[src/rtl/cpu_types_pkg.sv]
// Shared CPU types: instruction fields, ALU ops and multicycle control selects.
package cpu_types_pkg;

  typedef enum logic [5:0] {
    OpRtype = 6'h00,
    OpJ     = 6'h02,
    OpJal   = 6'h03,
    OpBeq   = 6'h04,
    OpBne   = 6'h05,
    OpAddi  = 6'h08,
    OpAddiu = 6'h09,
    OpSlti  = 6'h0a,
    OpSltiu = 6'h0b,
    OpAndi  = 6'h0c,
    OpOri   = 6'h0d,
    OpXori  = 6'h0e,
    OpLui   = 6'h0f,
    OpLw    = 6'h23,
    OpSw    = 6'h2b,
    OpHalt  = 6'h3f
  } opcode_t;

  typedef enum logic [5:0] {
    FnSll  = 6'h00,
    FnSrl  = 6'h02,
    FnJr   = 6'h08,
    FnAdd  = 6'h20,
    FnAddu = 6'h21,
    FnSub  = 6'h22,
    FnSubu = 6'h23,
    FnAnd  = 6'h24,
    FnOr   = 6'h25,
    FnXor  = 6'h26,
    FnNor  = 6'h27,
    FnSlt  = 6'h2a,
    FnSltu = 6'h2b
  } funct_t;

  typedef enum logic [3:0] {
    AluSll, AluSrl, AluAdd, AluSub, AluAnd, AluOr, AluXor, AluNor, AluSlt, AluSltu
  } aluop_t;

  typedef enum logic [2:0] {StFetch, StDecode, StExec, StMem, StWb, StHalted} ctrl_state_t;
  typedef enum logic [1:0] {PcPc4, PcBranch, PcJump, PcJr} pcsrc_t;
  typedef enum logic [1:0] {WsRd, WsRt, WsR31} wsel_t;
  typedef enum logic [1:0] {WdAlu, WdMem, WdPc, WdLui} wdat_t;
  typedef enum logic [1:0] {AsReg, AsSext, AsZext, AsShamt} alusrc_t;

  // Opcodes that need the EXEC stage; anything unlisted retires as a no-op.
  function automatic logic needs_exec(opcode_t op);
    unique case (op)
      OpRtype, OpBeq, OpBne, OpAddi, OpAddiu, OpSlti, OpSltiu,
      OpAndi, OpOri, OpXori, OpLui, OpLw, OpSw: return 1'b1;
      default: return 1'b0;
    endcase
  endfunction

endpackage

[src/rtl/alu_ctrl.sv]
// Combinational ALU decode: opcode/funct to ALU operation and B-operand source.
module alu_ctrl
  import cpu_types_pkg::*;
(
  input  opcode_t opcode,
  input  funct_t  funct,
  output aluop_t  aluop,
  output alusrc_t alusrc
);

  always_comb begin
    aluop  = AluAdd;
    alusrc = AsReg;
    case (opcode)
      OpRtype: begin
        case (funct)
          FnSll:         begin aluop = AluSll; alusrc = AsShamt; end
          FnSrl:         begin aluop = AluSrl; alusrc = AsShamt; end
          FnAdd, FnAddu: aluop = AluAdd;
          FnSub, FnSubu: aluop = AluSub;
          FnAnd:         aluop = AluAnd;
          FnOr:          aluop = AluOr;
          FnXor:         aluop = AluXor;
          FnNor:         aluop = AluNor;
          FnSlt:         aluop = AluSlt;
          FnSltu:        aluop = AluSltu;
          default:       aluop = AluAdd;
        endcase
      end
      OpAddi, OpAddiu: begin aluop = AluAdd;  alusrc = AsSext; end
      OpSlti:          begin aluop = AluSlt;  alusrc = AsSext; end
      OpSltiu:         begin aluop = AluSltu; alusrc = AsSext; end
      OpAndi:          begin aluop = AluAnd;  alusrc = AsZext; end
      OpOri:           begin aluop = AluOr;   alusrc = AsZext; end
      OpXori:          begin aluop = AluXor;  alusrc = AsZext; end
      OpBeq, OpBne:    begin aluop = AluSub;  alusrc = AsReg;  end
      OpLw, OpSw:      begin aluop = AluAdd;  alusrc = AsSext; end
      default:         begin aluop = AluAdd;  alusrc = AsReg;  end
    endcase
  end

endmodule

[src/rtl/multicycle_ctrl.sv]
// Multicycle control FSM: FETCH/DECODE/EXEC/MEM/WB sequencing, memory requests and
// datapath enables/selects. Outputs decode combinationally from state and inputs.
module multicycle_ctrl
  import cpu_types_pkg::*;
#(
  parameter bit HALT_STICKY = 1'b1
) (
  input  logic    CLK,
  input  logic    RST,
  input  opcode_t opcode,
  input  funct_t  funct,
  input  logic    zero,
  input  logic    ihit,
  input  logic    dhit,
  output logic    iREN,
  output logic    dREN,
  output logic    dWEN,
  output logic    ir_en,
  output logic    pc_en,
  output pcsrc_t  pcsrc,
  output logic    regwr,
  output wsel_t   wsel,
  output wdat_t   wdat_sel,
  output alusrc_t alusrc,
  output aluop_t  aluop,
  output logic    halt
);

  ctrl_state_t state_q, state_d;
  aluop_t      dec_aluop;
  alusrc_t     dec_alusrc;

  alu_ctrl u_alu_ctrl (
    .opcode (opcode),
    .funct  (funct),
    .aluop  (dec_aluop),
    .alusrc (dec_alusrc)
  );

  always_ff @(posedge CLK) begin
    if (RST) state_q <= StFetch;
    else     state_q <= state_d;
  end

  always_comb begin
    state_d = state_q;
    unique case (state_q)
      StFetch:  if (ihit) state_d = StDecode;
      StDecode: begin
        if (opcode == OpHalt)     state_d = StHalted;
        else if (needs_exec(opcode)) state_d = StExec;
        else                      state_d = StFetch;
      end
      StExec: begin
        case (opcode)
          OpRtype:      state_d = (funct == FnJr) ? StFetch : StWb;
          OpBeq, OpBne: state_d = StFetch;
          OpLw, OpSw:   state_d = StMem;
          default:      state_d = StWb;
        endcase
      end
      StMem:    if (dhit) state_d = (opcode == OpLw) ? StWb : StFetch;
      StWb:     state_d = StFetch;
      StHalted: state_d = HALT_STICKY ? StHalted : StFetch;
      default:  state_d = StFetch;
    endcase
  end

  // Everything defaults to idle so reset and the idle states need no explicit assignments.
  always_comb begin
    iREN     = 1'b0;
    dREN     = 1'b0;
    dWEN     = 1'b0;
    ir_en    = 1'b0;
    pc_en    = 1'b0;
    pcsrc    = PcPc4;
    regwr    = 1'b0;
    wsel     = WsRd;
    wdat_sel = WdAlu;
    alusrc   = AsReg;
    aluop    = AluSll;
    halt     = 1'b0;
    if (!RST) begin
      unique case (state_q)
        StFetch: begin
          iREN  = 1'b1;
          ir_en = ihit;
          pc_en = ihit;
        end
        StDecode: begin
          if (opcode == OpJ || opcode == OpJal) begin
            pc_en = 1'b1;
            pcsrc = PcJump;
          end
          if (opcode == OpJal) begin
            regwr    = 1'b1;
            wsel     = WsR31;
            wdat_sel = WdPc;
          end
        end
        StExec: begin
          aluop  = dec_aluop;
          alusrc = dec_alusrc;
          if (opcode == OpRtype && funct == FnJr) begin
            pc_en = 1'b1;
            pcsrc = PcJr;
          end else if ((opcode == OpBeq && zero) || (opcode == OpBne && !zero)) begin
            pc_en = 1'b1;
            pcsrc = PcBranch;
          end
        end
        StMem: begin
          aluop  = dec_aluop;
          alusrc = dec_alusrc;
          dREN   = (opcode == OpLw);
          dWEN   = (opcode == OpSw);
        end
        StWb: begin
          aluop    = dec_aluop;
          alusrc   = dec_alusrc;
          regwr    = 1'b1;
          wsel     = (opcode == OpRtype) ? WsRd : WsRt;
          wdat_sel = (opcode == OpLui) ? WdLui : (opcode == OpLw) ? WdMem : WdAlu;
        end
        StHalted: halt = 1'b1;
        default: ;
      endcase
    end
  end

endmodule
[config.mk]
export PLATFORM = sky130hd
export DESIGN_NAME = multicycle_ctrl
export DESIGN_NICKNAME = d
export VERILOG_FILES = /design/src/rtl/cpu_types_pkg.sv /design/src/rtl/alu_ctrl.sv /design/src/rtl/multicycle_ctrl.sv
export SDC_FILE = /design/constraint.sdc
export NUM_CORES = 1
export LEC_CHECK = 0
export ABC_AREA = 1
export CAP_MARGIN = 30
export CORE_UTILIZATION = 41
export CTS_CLUSTER_SIZE = 30
export DETAILED_ROUTE_END_ITERATION = 8
export HOLD_SLACK_MARGIN = 0.05
export PLACE_DENSITY = 0.77
export SYNTH_ARGS = -nofsm -noshare
export SYNTH_HDL_FRONTEND = slang
export SYNTH_SLANG_ARGS = --single-unit
[constraint.sdc]
create_clock -name CLK -period 1.95 [get_ports CLK]
set_input_delay 0.39 -clock CLK [delete_from_list [all_inputs] [get_ports CLK]]
set_output_delay 0.39 -clock CLK [all_outputs]
set_load 0.05 [all_outputs]
==> flow_summary.yaml, run 1 <==
outcome:
  status: "stopped before the end"
  stop_stage: "clock tree synthesis"
  error_line: "[ERROR DPL-0033] detailed placement checks failed during check placement."
synth:
  synth-seq-cells: 3
  synth-edff-count: 0
  synth.distinct_cells: 28
  syn_avg_cell_area_um2: 5.129
  yosysWarnings: 0
  synthesis.nets: 168
  synth_area_leaders: "nor2_1, nand2_1, nand3_1"
  netlist.area_leader.share_pct: 16.48
  yosysSeqAreaShare_pct: 7.754
  synthesis.area_um2: 774.5
  synthArstFlopShare_pct: 0
  syn_inst: 151
  yosysTopAreaCell: "nor2_1"
  synth_ff_type: "dfxtp_1"
clocking:
  postCtsSetupBuffers: 7
  cts_root_buffer: "clkbuf_4"
  cts_buffer_depth: 2
  htreeDepth: 1
  post_cts_resize_count: 82
  ctsHoldBuffers: 0
  clkSinkCount: 3
  numCtsBuffers: 3
floorplanning:
  die_w_um: 45.46
  start_util_pct: 44.37
  die_h_um: 45.46
  rows: 15
  io_pins: 36
placed_design:
  post-place-ws_ps: -473.2
  port-buffer-count: 35
  dpl.cell_count: 233
  hpwl_mm: 2.325
  routabilityCongestion: 0.9110
## synth_stat cells, types with 2 or more instances
cell / instances
nor3_2: 2
a21oi_2: 2
a21oi_1: 8
inv_1: 14
dfxtp_1: 3
nand4_1: 4
o21ai_0: 2
nor3_1: 3
nor2_1: 34
nand3_1: 17
o21ai_1: 3
nand2_1: 33
inv_2: 10
nor2_4: 2
## cell families after synthesis
kind of cell	Yosys count	share of synthesized area (%)
flip-flops	3	7.755
AND/OR/NAND/NOR	103	64.78
AO/OA/AOI/OAI	20	15.35
buffers and inverters	25	12.12
## stage by stage
stage / cell area, um^2 / setup TNS (ps) / hold WS [ps]
after floorplan: 808.3 / -387.3 / 496.1
after global placement: 1536 / -5144 / 530.2
after detailed placement: 1536 / -6055 / 538.2
==> run 2, diff against run 1 <==
--- a/config.mk
+++ b/config.mk
@@ -7,11 +7,10 @@
 export LEC_CHECK = 0
 export ABC_AREA = 1
 export CAP_MARGIN = 30
-export CORE_UTILIZATION = 41
-export CTS_CLUSTER_SIZE = 30
+export CORE_AREA = 2 2 63 65
 export DETAILED_ROUTE_END_ITERATION = 8
-export HOLD_SLACK_MARGIN = 0.05
-export PLACE_DENSITY = 0.77
+export DIE_AREA = 0 0 65 67
+export PLACE_DENSITY_LB_ADDON = 0.15
 export SYNTH_ARGS = -nofsm -noshare
 export SYNTH_HDL_FRONTEND = slang
 export SYNTH_SLANG_ARGS = --single-unit
==> run 2 against run 1 <==
The flow now finishes without violations; synthesized cell count unchanged; area after synthesis unchanged.
==> flow_summary.yaml, run 2 <==
synth:
  synth.distinct_cells: 28
  synthesis.nets: 168
  synthArstFlopShare_pct: 0
  synth_ff_type: "dfxtp_1"
  yosysTopAreaCell: "nor2_1"
  synth-edff-count: 0
  syn_avg_cell_area_um2: 5.129
  synth_area_leaders: "nor2_1, nand2_1, nand3_1"
  yosysMostFrequentCell: "nor2_1"
  synthesis.area_um2: 774.5
  netlist.area_leader.share_pct: 16.48
  yosysSeqAreaShare_pct: 7.754
  synth-seq-cells: 3
  syn_inst: 151
  synth_common_cells: "nor2_1, nand2_1, nand3_1"
  yosysWarnings: 0
final_layout:
  regArea_um2: 66.31
  nFillCells: 348
  drive_gt1_share_pct: 62.07
  top_regs: "state_q (3)"
  multi_input_area_um2: 850.8
  final_nets: 250
  layout_common_cells: "buf_4, nand2_1, buf_12, nor2_1, nand3_1"
  syn_to_final_growth_pct: 150.4
  largest-register: "state_q"
  n_antenna_cell: 0
  final_common_cell: "buf_4"
  fin_area_mm2: 0.001939
  largest_reg_flops: 3
clocking:
  cts_tree: "done"
  htreeDepth: 1
  clock_latency_ps: 210
  clk_pin_slew_ps: 30
  ctsHoldBuffers: 0
  clkSinkCount: 3
  cts_buffer_depth: 2
  numCtsBuffers: 3
  cts_root_buffer: "clkbuf_8"
power_and_ir_drop:
  ir_drop_v: 0.0001768
  leakagePower_nw: 0.8863
  p_int_mw: 0.3672
  power_frac_seq_pct: 13.1
  switching_power_mw: 0.2351
  total_power_mw: 0.6023
  pwr_density_cell_mw_per_mm2: 310.6
  combPwrFrac_pct: 57.6
  sw_frac_of_total_pct: 39.04
  p_clk_share_pct: 29.4
placed_design:
  routabilityCongestion: 0.8865
  port-buffer-count: 35
  hpwl_mm: 2.527
  placed_cell_area_mm2: 0.001618
floorplanning:
  io_pins: 36
  die_w_um: 65
  die_h_um: 67
  rows: 22
  start_util_pct: 21.48
  core-area_mm2: 0.003606
  dieArea_mm2: 0.004355
timing:
  finClkSkew_ps: 1.788
  worst_slew_pin_slew_ps: 279.2
  rsz0062_at_grt: "yes"
  maxSlewViolCount: 0
  fmax_mhz: 524.0
  slew_headroom_pct: 81.38
  finalSetupTns_ps: 0
  period_share_pct: 97.86
  hold_violations: 0
  setup_viol: 0
  min_period_ps: 1908
routing:
  drt_iter0_drc: 37
  vias_per_cell: 4.393
  ant_nets: 0
  vias: 1230
  avgRoutedWirePerCell_um: 11.48
  route.detailed.drc: 0
  wirelength_mm: 3.215
  dr.pass1.iters: 4
worst_setup_path:
  crit_type: "flop to output port"
  worstPathRequired_ps: 1560
  cp_slowest_stage_delay_ps: 360
  critPathLaunchType: "flop"
  worstPathCellList: "inv_4 > nor2_4 > nand2_2 > inv_2 > nand4_4 > or2_4 > a21oi_4 > buf_12"
  cp_slowest_cell: "dfxtp_4"
  critPathCaptureType: "output port"
  crit_arrival_ps: 1520
  cp_max_fo: 4
grt:
  grtUsageMet3_pct: 2.872
  met1_usage_pct: 17.33
  met2_usage_pct: 30.15
  grt_overflow: 0
  grt_util_all_layers_pct: 15.28
  grt_pass1_wl_mm: 5.306
  grt_max_degree: 11
  antenna_found_initial: 0
  grt_pass1_vias: 1268
  grt.busiest_layer: "met2"
outcome:
  status: "finished clean"
run:
  max_cap_violations: 0
min_path:
  hold_class: "flop to flop"
run 2: cell counts after synthesis:
Identical to the previous run, type by type.
run 2: power groups by stage:
| stage | sequential, mW | clock (mW) | combinational, mW |
|---|---|---|---|
| 6_report | 0.0788 | 0.177 | 0.347 |
| 5_1_grt | 0.0793 | 0.189 | 0.372 |
| 4_1_cts | 0.0775 | 0.183 | 0.321 |
| 3_5_place_dp | 0.0760 | 0 | 0.278 |
| 3_3_place_gp | 0.0761 | 0 | 0.275 |
| 2_1_floorplan | 0.0744 | 0 | 0.135 |
run 2: what timing repair did:
| action | 4_1_cts | 5_1_grt |
|---|---|---|
| endpoints found under the setup margin | 16 | 15 |
| setup buffers | 9 | 4 |
| pin swaps | 23 | 24 |
| resized for setup | 80 | 34 |
run 2: per-stage QoR:
stage	utilization [%]	hold slack (ps)	worst slack [ps]	cells
2_1_floorplan	-	496.1	-106.8	151
3_3_place_gp	44.86	531.3	-388.3	263
4_1_cts	50.90	627.4	-30.59	276
5_1_grt	53.78	640.4	-21.84	280
6_report	53.78	595.0	41.75	280
3_5_place_dp	44.86	534.2	-389.7	263
run 2: critical path: cells and delay by family (launching register included):
kind / cells / cell delay, ps
AO/OA/AOI/OAI: 1 / 150
AND/OR/NAND/NOR: 4 / 510
flip-flops: 1 / 360
buffers and inverters: 3 / 280
run 2: metal layers:
metal,vias up,share of wire (%)
li1,651,-
met1,550,43
met2,29,53
met3,0,4.5
met4,0,0
met5,-,0
run 2: cell families (layout without fill, tap and decap cells):
logic type	count (synthesis)	in the layout	synth area share (%)
AOI/OAI and AO/OA	20	20	15.35
buffers and inverters	25	106	12.12
DFF	3	3	7.755
and+or+nand+nor	103	103	64.78
run 2: worst paths after layout:
| kind | from | slack, ps | cells after the start | endpoint |
|---|---|---|---|---|
| setup / recovery | state_q[0]$_SDFFE_PP0P_ | 40 | 8 | regwr |
| hold / removal | state_q[2]$_SDFFE_PP0P_ | 600 | 3 | state_q[2]$_SDFFE_PP0P_ |
| hold reg to reg | state_q[2]$_SDFFE_PP0P_ | 600 | 3 | state_q[2]$_SDFFE_PP0P_ |
| setup reg to reg | state_q[1]$_SDFFE_PP0P_ | 640 | 8 | state_q[0]$_SDFFE_PP0P_ |
run 2: cell type report:
class	instances	share of cell area, %
Clock buffer	4	2.323
Inverter	24	5.032
Multi-Input combinational cell	123	43.87
Sequential cell	3	3.419
Tap cell	48	3.097
Timing Repair Buffer	78	42.26
Note: power is estimated with default switching activity, not from simulation.
